$ cat src/rtl/video_pkg.sv
// Shared definitions for the video pattern source: FSM states, pattern
// mode encodings and a helper that sizes counters from their range.
package video_pkg;

    typedef enum logic [1:0] {
        ST_IDLE   = 2'd0,
        ST_ACTIVE = 2'd1,
        ST_GAP    = 2'd2
    } state_e;

    localparam logic [1:0] MODE_CHECKER = 2'd0;
    localparam logic [1:0] MODE_HGRAD   = 2'd1;
    localparam logic [1:0] MODE_VGRAD   = 2'd2;
    localparam logic [1:0] MODE_INDEX   = 2'd3;

    // Bits needed to count 0..n-1; never less than one bit.
    function automatic int cnt_w(input int n);
        return (n > 1) ? $clog2(n) : 1;
    endfunction

endpackage

$ cat src/rtl/video_pattern_pixel.sv
// Pixel generator: computes the pattern value for a coordinate and mode and
// holds it in a register until the next load, so the value stays stable
// while the stream is stalled.
module video_pattern_pixel
    import video_pkg::*;
#(
    parameter int WIDTH      = 1280,
    parameter int DATA_WIDTH = 24,
    parameter int CHECK_LOG2 = 3,
    parameter int XW         = 11,
    parameter int YW         = 10
) (
    input  logic                  clk,
    input  logic                  rst_n,
    input  logic                  load,
    input  logic [XW-1:0]         x,
    input  logic [YW-1:0]         y,
    input  logic [1:0]            mode,
    output logic [DATA_WIDTH-1:0] pixel
);

    localparam int NCH = (DATA_WIDTH + 7) / 8;

    logic [DATA_WIDTH-1:0] pixel_d;
    logic [DATA_WIDTH-1:0] pixel_q;
    logic                  cx_s;
    logic                  cy_s;
    logic [7:0]            x8_s;
    logic [7:0]            y8_s;
    logic [31:0]           index_s;

    assign cx_s    = |((x >> CHECK_LOG2) & XW'(1));
    assign cy_s    = |((y >> CHECK_LOG2) & YW'(1));
    assign x8_s    = 8'(x);
    assign y8_s    = 8'(y);
    assign index_s = 32'(y) * 32'(WIDTH) + 32'(x);

    // Select the pattern value for the coordinate being loaded.
    always_comb begin
        pixel_d = pixel_q;
        if (load) begin
            case (mode)
                MODE_CHECKER: pixel_d = (cx_s ^ cy_s) ? {DATA_WIDTH{1'b0}} : {DATA_WIDTH{1'b1}};
                MODE_HGRAD:   pixel_d = DATA_WIDTH'({NCH{x8_s}});
                MODE_VGRAD:   pixel_d = DATA_WIDTH'({NCH{y8_s}});
                MODE_INDEX:   pixel_d = DATA_WIDTH'(index_s);
                default:      pixel_d = {DATA_WIDTH{1'b0}};
            endcase
        end else begin
            pixel_d = pixel_q;
        end
    end

    // Pixel holding register.
    always_ff @(posedge clk or negedge rst_n) begin
        if (!rst_n) begin
            pixel_q <= {DATA_WIDTH{1'b0}};
        end else begin
            pixel_q <= pixel_d;
        end
    end

    assign pixel = pixel_q;

endmodule

$ cat src/rtl/video_pattern_source.sv
// AXI4-Stream test pattern source: emits one frame per start pulse (or
// back-to-back frames while continuous is high) separated by a fixed idle
// gap. The next pixel is prepared at each handshake so tready=1 sustains
// one pixel per cycle.
module video_pattern_source
    import video_pkg::*;
#(
    parameter int WIDTH          = 1280,
    parameter int HEIGHT         = 720,
    parameter int DATA_WIDTH     = 24,
    parameter int CHECK_LOG2     = 3,
    parameter int GAP_CYCLES     = 16,
    parameter int TLAST_PER_LINE = 0
) (
    input  logic                  clk,
    input  logic                  rst_n,
    input  logic                  start,
    input  logic                  continuous,
    input  logic [1:0]            mode,
    output logic [DATA_WIDTH-1:0] m_axis_tdata,
    output logic                  m_axis_tvalid,
    output logic                  m_axis_tlast,
    output logic                  m_axis_tuser,
    input  logic                  m_axis_tready,
    output logic                  busy,
    output logic                  frame_done,
    output logic [15:0]           frame_count
);

    localparam int XW = cnt_w(WIDTH);
    localparam int YW = cnt_w(HEIGHT);
    localparam int GW = cnt_w(GAP_CYCLES);

    localparam logic [XW-1:0] X_LAST   = XW'(WIDTH - 1);
    localparam logic [YW-1:0] Y_LAST   = YW'(HEIGHT - 1);
    localparam logic [GW-1:0] G_LAST   = GW'(GAP_CYCLES - 1);
    localparam logic          PER_LINE = (TLAST_PER_LINE != 0);
    // tlast of pixel (0,0) itself: only when a line is one pixel wide.
    localparam logic          FIRST_TLAST = (WIDTH == 1) && (PER_LINE || (HEIGHT == 1));

    state_e        state_d, state_q;
    logic [XW-1:0] x_d, x_q, x_inc_s;
    logic [YW-1:0] y_d, y_q, y_inc_s;
    logic [1:0]    mode_d, mode_q;
    logic [GW-1:0] gap_d, gap_q;
    logic          tvalid_d, tvalid_q;
    logic          tlast_d, tlast_q;
    logic          tuser_d, tuser_q;
    logic          busy_d, busy_q;
    logic          frame_done_d, frame_done_q;
    logic [15:0]   frame_count_d, frame_count_q;
    logic          load_s;

    assign x_inc_s = x_q + XW'(1);
    assign y_inc_s = y_q + YW'(1);

    // Next-state, coordinate and sideband logic for the frame sequencer.
    always_comb begin
        state_d       = state_q;
        x_d           = x_q;
        y_d           = y_q;
        mode_d        = mode_q;
        gap_d         = gap_q;
        tvalid_d      = tvalid_q;
        tlast_d       = tlast_q;
        tuser_d       = tuser_q;
        frame_done_d  = 1'b0;
        frame_count_d = frame_count_q;
        load_s        = 1'b0;
        case (state_q)
            ST_IDLE: begin
                if (start || continuous) begin
                    state_d  = ST_ACTIVE;
                    x_d      = {XW{1'b0}};
                    y_d      = {YW{1'b0}};
                    mode_d   = mode;
                    tvalid_d = 1'b1;
                    tuser_d  = 1'b1;
                    tlast_d  = FIRST_TLAST;
                    load_s   = 1'b1;
                end else begin
                    state_d = ST_IDLE;
                end
            end
            ST_ACTIVE: begin
                if (tvalid_q && m_axis_tready) begin
                    tuser_d = 1'b0;
                    if (x_q == X_LAST) begin
                        x_d = {XW{1'b0}};
                        if (y_q == Y_LAST) begin
                            state_d       = ST_GAP;
                            y_d           = {YW{1'b0}};
                            gap_d         = {GW{1'b0}};
                            tvalid_d      = 1'b0;
                            tlast_d       = 1'b0;
                            frame_done_d  = 1'b1;
                            frame_count_d = frame_count_q + 16'd1;
                        end else begin
                            y_d     = y_inc_s;
                            tlast_d = (X_LAST == {XW{1'b0}}) && (PER_LINE || (y_inc_s == Y_LAST));
                            load_s  = 1'b1;
                        end
                    end else begin
                        x_d     = x_inc_s;
                        tlast_d = (x_inc_s == X_LAST) && (PER_LINE || (y_q == Y_LAST));
                        load_s  = 1'b1;
                    end
                end else begin
                    state_d = ST_ACTIVE;
                end
            end
            ST_GAP: begin
                if (gap_q == G_LAST) begin
                    if (continuous) begin
                        state_d  = ST_ACTIVE;
                        x_d      = {XW{1'b0}};
                        y_d      = {YW{1'b0}};
                        mode_d   = mode;
                        tvalid_d = 1'b1;
                        tuser_d  = 1'b1;
                        tlast_d  = FIRST_TLAST;
                        load_s   = 1'b1;
                    end else begin
                        state_d = ST_IDLE;
                    end
                end else begin
                    gap_d = gap_q + GW'(1);
                end
            end
            default: begin
                state_d  = ST_IDLE;
                tvalid_d = 1'b0;
                tlast_d  = 1'b0;
                tuser_d  = 1'b0;
            end
        endcase
        busy_d = (state_d != ST_IDLE);
    end

    // Sequencer and output registers.
    always_ff @(posedge clk or negedge rst_n) begin
        if (!rst_n) begin
            state_q       <= ST_IDLE;
            x_q           <= {XW{1'b0}};
            y_q           <= {YW{1'b0}};
            mode_q        <= MODE_CHECKER;
            gap_q         <= {GW{1'b0}};
            tvalid_q      <= 1'b0;
            tlast_q       <= 1'b0;
            tuser_q       <= 1'b0;
            busy_q        <= 1'b0;
            frame_done_q  <= 1'b0;
            frame_count_q <= 16'd0;
        end else begin
            state_q       <= state_d;
            x_q           <= x_d;
            y_q           <= y_d;
            mode_q        <= mode_d;
            gap_q         <= gap_d;
            tvalid_q      <= tvalid_d;
            tlast_q       <= tlast_d;
            tuser_q       <= tuser_d;
            busy_q        <= busy_d;
            frame_done_q  <= frame_done_d;
            frame_count_q <= frame_count_d;
        end
    end

    video_pattern_pixel #(
        .WIDTH      (WIDTH),
        .DATA_WIDTH (DATA_WIDTH),
        .CHECK_LOG2 (CHECK_LOG2),
        .XW         (XW),
        .YW         (YW)
    ) u_pixel (
        .clk   (clk),
        .rst_n (rst_n),
        .load  (load_s),
        .x     (x_d),
        .y     (y_d),
        .mode  (mode_d),
        .pixel (m_axis_tdata)
    );

    assign m_axis_tvalid = tvalid_q;
    assign m_axis_tlast  = tlast_q;
    assign m_axis_tuser  = tuser_q;
    assign busy          = busy_q;
    assign frame_done    = frame_done_q;
    assign frame_count   = frame_count_q;

endmodule

$ cat config.mk
export PLATFORM = sky130hd
export DESIGN_NAME = video_pattern_source
export DESIGN_NICKNAME = d
export VERILOG_FILES = /design/src/rtl/video_pkg.sv /design/src/rtl/video_pattern_pixel.sv /design/src/rtl/video_pattern_source.sv
export SDC_FILE = /design/constraint.sdc
export NUM_CORES = 1
export LEC_CHECK = 0
export CAP_MARGIN = 10
export CORE_MARGIN = 5
export CORE_UTILIZATION = 40
export CTS_BUF_LIST = sky130_fd_sc_hd__clkbuf_16
export CTS_CLUSTER_SIZE = 40
export DETAILED_ROUTE_END_ITERATION = 6
export GPL_TIMING_DRIVEN = 1
export SLEW_MARGIN = 25
export SYNTH_ARGS = -nofsm -noshare
export SYNTH_HDL_FRONTEND = slang
export SYNTH_SLANG_ARGS = --single-unit
export TNS_END_PERCENT = 10
$ cat constraint.sdc
create_clock -name clk -period 10 [get_ports clk]
set_input_delay 2 -clock clk [delete_from_list [all_inputs] [get_ports clk]]
set_output_delay 2 -clock clk [all_outputs]
set_load 0.1 [all_outputs]
Word level (Yosys, flattened, before mapping)
Index checks and enable logic that the tools add are counted.

Eq/ne operators: 16. $add $sub $neg: 5. Muxes and demuxes: 57. Multipliers: 1. Reductions and logical operators: 11. Bitwise operators: 1.

Operator list (count): 24-bit one-hot mux with 4 select lines (1); 10-bit two-way mux (6); 11-bit two-way mux (5); 11-bit one-hot mux with 3 select lines (1); 10-bit one-hot mux with 3 select lines (1); 1-bit two-way mux (24); 24-bit two-way mux (1); 21-bit by 11-bit adder with 22-bit output (1); 11-bit == test, second input constant (2); 16-bit by 1-bit adder with 16-bit output, second input constant (1); 4-bit two-way mux (4); 2-bit two-way mux (7); 2-bit != test, second input constant (7); 10-bit by 3-bit multiplier with 13-bit output, second input constant (1); 1-bit one-hot mux with 3 select lines (4); 11-bit by 1-bit adder with 11-bit output, second input constant (1); 10-bit by 1-bit adder with 10-bit output, second input constant (1); 10-bit == test, second input constant (1); 4-bit one-hot mux with 2 select lines (1); 4-bit AND reduction (2); 2-bit == test, second input constant (3); 2-bit one-hot mux with 3 select lines (1); 6-bit AND reduction (1); 5-bit AND reduction (1); 9 further kinds (13).

Input port bits: 7. Register bits: 74.

Logic depth before layout (Yosys ltp)
Word-level depth: 8. Gate-level depth with buffers: 19. Depth with buffers taken out: 18.

Cells and area by module
A second synthesis with hierarchy kept.

Cell total of the unflattened synthesis: 537. Area, all modules: 4809.6 µm².

By module, submodules not included: video_pattern_source (times used 1, cells each 301, area each 2787.7 µm², sequential area each 1251.2 µm²); video_pattern_pixel (times used 1, cells each 236, area each 2021.9 µm², sequential area each 600.6 µm²).

Least setup slack after synthesis
No wires, ideal clock.

Path kind: in2reg. Start point: in start. End point: reg u_pixel.pixel_q[20], in the netlist u_pixel.pixel[20]. Setup slack: 4242 ps. Arrival time: 5664 ps. Library setup time: 94 ps. Cell stages on the path: 18. Required time: 9906 ps. Path buffers: 1. Cell sequence: or4_4 > o211ai_2 > a21o_1 > buf_2 > nand2_1 > o21ai_0 > ha_1 > ha_1 > inv_1 > fa_1 > nand2b_1 > a2111o_1 > o211ai_1 > o311ai_0 > nor3_1 > a2111oi_0 > or3_1 > a211oi_1.

Cells in the longest elaborated chain, start to end: 6. Elaborated cells on any way between the ends: 18.

RTL lines: start: declaration (RTL line video_pattern_source.sv:17) `input logic start,`; 1-bit logical OR (RTL line video_pattern_source.sv:72) `if (start || continuous) begin`; 10-bit two-way mux (RTL line video_pattern_source.sv:72); 10-bit one-hot mux with 3 select lines (RTL line video_pattern_source.sv:70) `case (state_q)`; via u_pixel.y[2] (RTL line video_pattern_pixel.sv:17) `input logic [YW-1:0] y,`; 10-bit by 3-bit multiplier with 13-bit output (RTL line video_pattern_pixel.sv:36) `assign index_s = 32'(y) * 32'(WIDTH) + 32'(x);`; 21-bit by 11-bit adder with 22-bit output (RTL line video_pattern_pixel.sv:36); 24-bit one-hot mux with 4 select lines (RTL line video_pattern_pixel.sv:42) `case (mode)`; end signal: assignment (RTL line video_pattern_pixel.sv:57) `pixel_q <= {DATA_WIDTH{1'b0}};`; end signal: assignment (RTL line video_pattern_pixel.sv:59) `pixel_q <= pixel_d;`; end: declaration (RTL line video_pattern_pixel.sv:25) `logic [DATA_WIDTH-1:0] pixel_q;`.

The timed path passes the listed nets, and every way through them passes these cells. A chain may end at the register's enable or synchronous reset.

Final worst setup path
Ends and elaborated chain as after synthesis.

==> metrics.txt <==
largest net degree at the start of global routing 75; Post-CTS Setup Inserts 0; core area 11,420 µm²; hold path depth 1; synthesized area between 4000 and 5000 µm²; final wirelength ~12,000 µm; total die area roughly 14,000 µm²; Final Power 1.081 mW; first-pass GRT wire length 20,000 µm; Clock Root Buffer clkbuf_16; setup_tns 0 ns; RSZ-0062 raised after global routing no; Least-Margin Pin Slew between 1 and 1.5 ns; CP Cell Sequence clkdlybuf4s50_1, or4_4, o211ai_2, a21o_1, nand2_1, o21ai_0, ha_1, ha_1, inv_1, fa_1, nand2b_1, a2111o_1, o211ai_1, o311ai_0, nor3_1, a2111oi_0, or3_1, a211oi_1; DR WL/cell 16.72 µm; initial antenna violation count 0; hold-fix buffers at CTS 0; Net Sw Power 437.7 µW; WS Path Type input port to flop; # DRC 0; worst skew pair latency 0.34 ns; R2R Setup Slk 4.66 ns; Crit path top cell by count ha_1; number of global-route vias before repair between 3,000 and 4,000; final worst slack between 3 and 4 ns; drt via density 5.525; CTS Buf Count 9; crit-path max cell delay 0.51 ns; clock group share of total power 0.313; hold_ws roughly 0.48 ns; Unique masters post-synth 74; height of the die 117.9 µm; syn_area_per_cell roughly 9.2 µm²; Lkg Pwr 2.408 nW; Cells after Synth 506; Max Slew Vio Count 0; Sw Ratio 0.4051; die width 117.9 µm; CTS tree yes; Place WS roughly 3.3 ns; sequential power share 0.343; Initial DRC Count 242; Layout area overhead 20.30%; Yosys reg bits 74; number of synthesized flops with an enable pin 0; Final Setup Violations 0; drt first pass iters 4; I/O Buffers 51; Comb power frac 0.344; endpoints failing hold 0; clock sinks 74; clk buf depth 2; Worst-path clk slew 0.06 ns; layout cells sized above 1 0.08719; Primary FF master, synth dfrtp_1; Net Count, Synth 539; n_diodes 0; Power Density 192.7 nW/µm²; Async SR Flop Fraction 1.000; period utilisation layout 0.6402; worst reg2reg path endpoint u_pixel.pixel[20]$_DFFE_PN0P_; top cell type's share of synthesized area 0.3973; reg2reg path depth 15; status finished clean; Max Cap Viol 0; sequential element share of the synthesized area 0.3973; WP data arrival 6.64 ns; Max Freq roughly 160 MHz; most area-consuming cells after synthesis dfrtp_1, ha_1, nor2_1; largest area contributor in the netlist dfrtp_1; Hold Path Origin frame_count[15]$_DFFE_PN0P_; Worst Hold End frame_count[15]$_DFFE_PN0P_; CP Launch Type input port; cell-internal power ~640 µW; GRT Total Usage 0.1729; HPWL Detailed 8905 µm; Ports 52; starting density of the core 0.4082; slowest cell on the critical path or4_4; vias around 3,900; min Tclk post-route 6.402 ns; worst-path fanout max 11; Hold Path Class flop to flop; grt total ovfl 0; Final ANT Viol Nets 0; Worst VDD drop 0.0001705 V; count leader, synth dfrtp_1; Final Wtd Congestion 0.8965; Synth top cells by count dfrtp_1, nor2_1, nand2_1; Worst Setup End Kind flop; CTS H-tree lvls 3; PostCTS Resize Cnt 0; slew margin rel. 0.3284; Final #Nets 591; RR Startpoint x_q[0]$_DFF_PN0_; row cnt 39; Worst Path Required 10.24 ns; Final Skew 0.006279 ns; YS warnings 0
per-stage QoR:
| stage | area [µm²] | util | cells |
|---|---|---|---|
| 4_1_cts | 5603 | 0.4907 | 705 |
| 2_1_floorplan | 4661 | - | 506 |
| 3_3_place_gp | 5295 | 0.4637 | 690 |
| 3_5_place_dp | 5295 | 0.4637 | 690 |
| 6_report | 5607 | 0.4910 | 705 |
| 5_1_grt | 5607 | 0.4910 | 705 |
cells in the final DEF (no fill, tap or decap), types with 9 or more instances in the layout:
cell	n
o21ai_0	28
nand2_1	58
clkbuf_16	9
a21oi_1	26
nor2_1	60
clkdlybuf4s50_1	50
xor2_1	19
a21o_1	9
xnor2_1	18
dfrtp_1	74
ha_1	24
nand3_1	20
nor3_1	10
inv_1	17
flip-flops by register name, indices dropped and copies added, names as in the netlist:
| register | flops |
|---|---|
| m_axis_tuser | 1 |
| frame_done | 1 |
| y_q | 10 |
| frame_count | 16 |
| m_axis_tvalid | 1 |
| u_pixel.pixel | 24 |
| state_q | 2 |
| mode_q | 2 |
| busy | 1 |
| m_axis_tlast | 1 |
| x_q | 11 |
| gap_q | 4 |
final cells by class:
cell class	instances	area, µm²
multi-input combinational	402	2678
timing repair buffer	52	519.2
sequential	74	1852
inverter	19	71.32
clock buffer	9	225.2
clock inverter	6	82.58
fill	1053	5812
tap	143	178.9
power by group through the flow:
stage                     Sequential [mW]  Clock [mW]  Combinational (mW)
after detailed placement            0.374           0               0.371
after CTS                           0.370       0.345               0.373
after floorplan                     0.557           0              0.0943
after global placement              0.374           0               0.370
after global routing                0.376       0.357               0.390
final                               0.371       0.338               0.371
metal layers:
layer	wire length [µm]	GRT usage
met3	531	0.03892
met1	5445	0.2242
met2	5623	0.2825
met5	0	0
met4	190	0.06237
kinds of logic after synthesis:
group	synth area share
flops	0.3973
xor+xnor	0.07302
simple gates	0.2325
compound gates	0.1839
fa+ha+maj	0.07302
buf+inv	0.02818
mux	0.01208
critical path: cells and delay by family:
kind            cells  cell delay, ns
buf+inv             2            0.49
simple gates        5            1.47
fa+ha+maj           3            0.77
compound gates      8            1.92
worst max-delay path by stage:
stage / slack, ns / cells past startpoint / to / from
after floorplan: 4.24 / 18 / u_pixel.pixel[20]$_DFFE_PN0P_ / start
after global placement: 3.50 / 17 / u_pixel.pixel[20]$_DFFE_PN0P_ / start
after detailed placement: 3.31 / 17 / u_pixel.pixel[20]$_DFFE_PN0P_ / start
after CTS: 3.59 / 18 / u_pixel.pixel[20]$_DFFE_PN0P_ / start
after global routing: 3.23 / 17 / u_pixel.pixel[20]$_DFFE_PN0P_ / m_axis_tready
final: 3.60 / 18 / u_pixel.pixel[20]$_DFFE_PN0P_ / start
No activity file was read; power rests on OpenSTA's default activity.
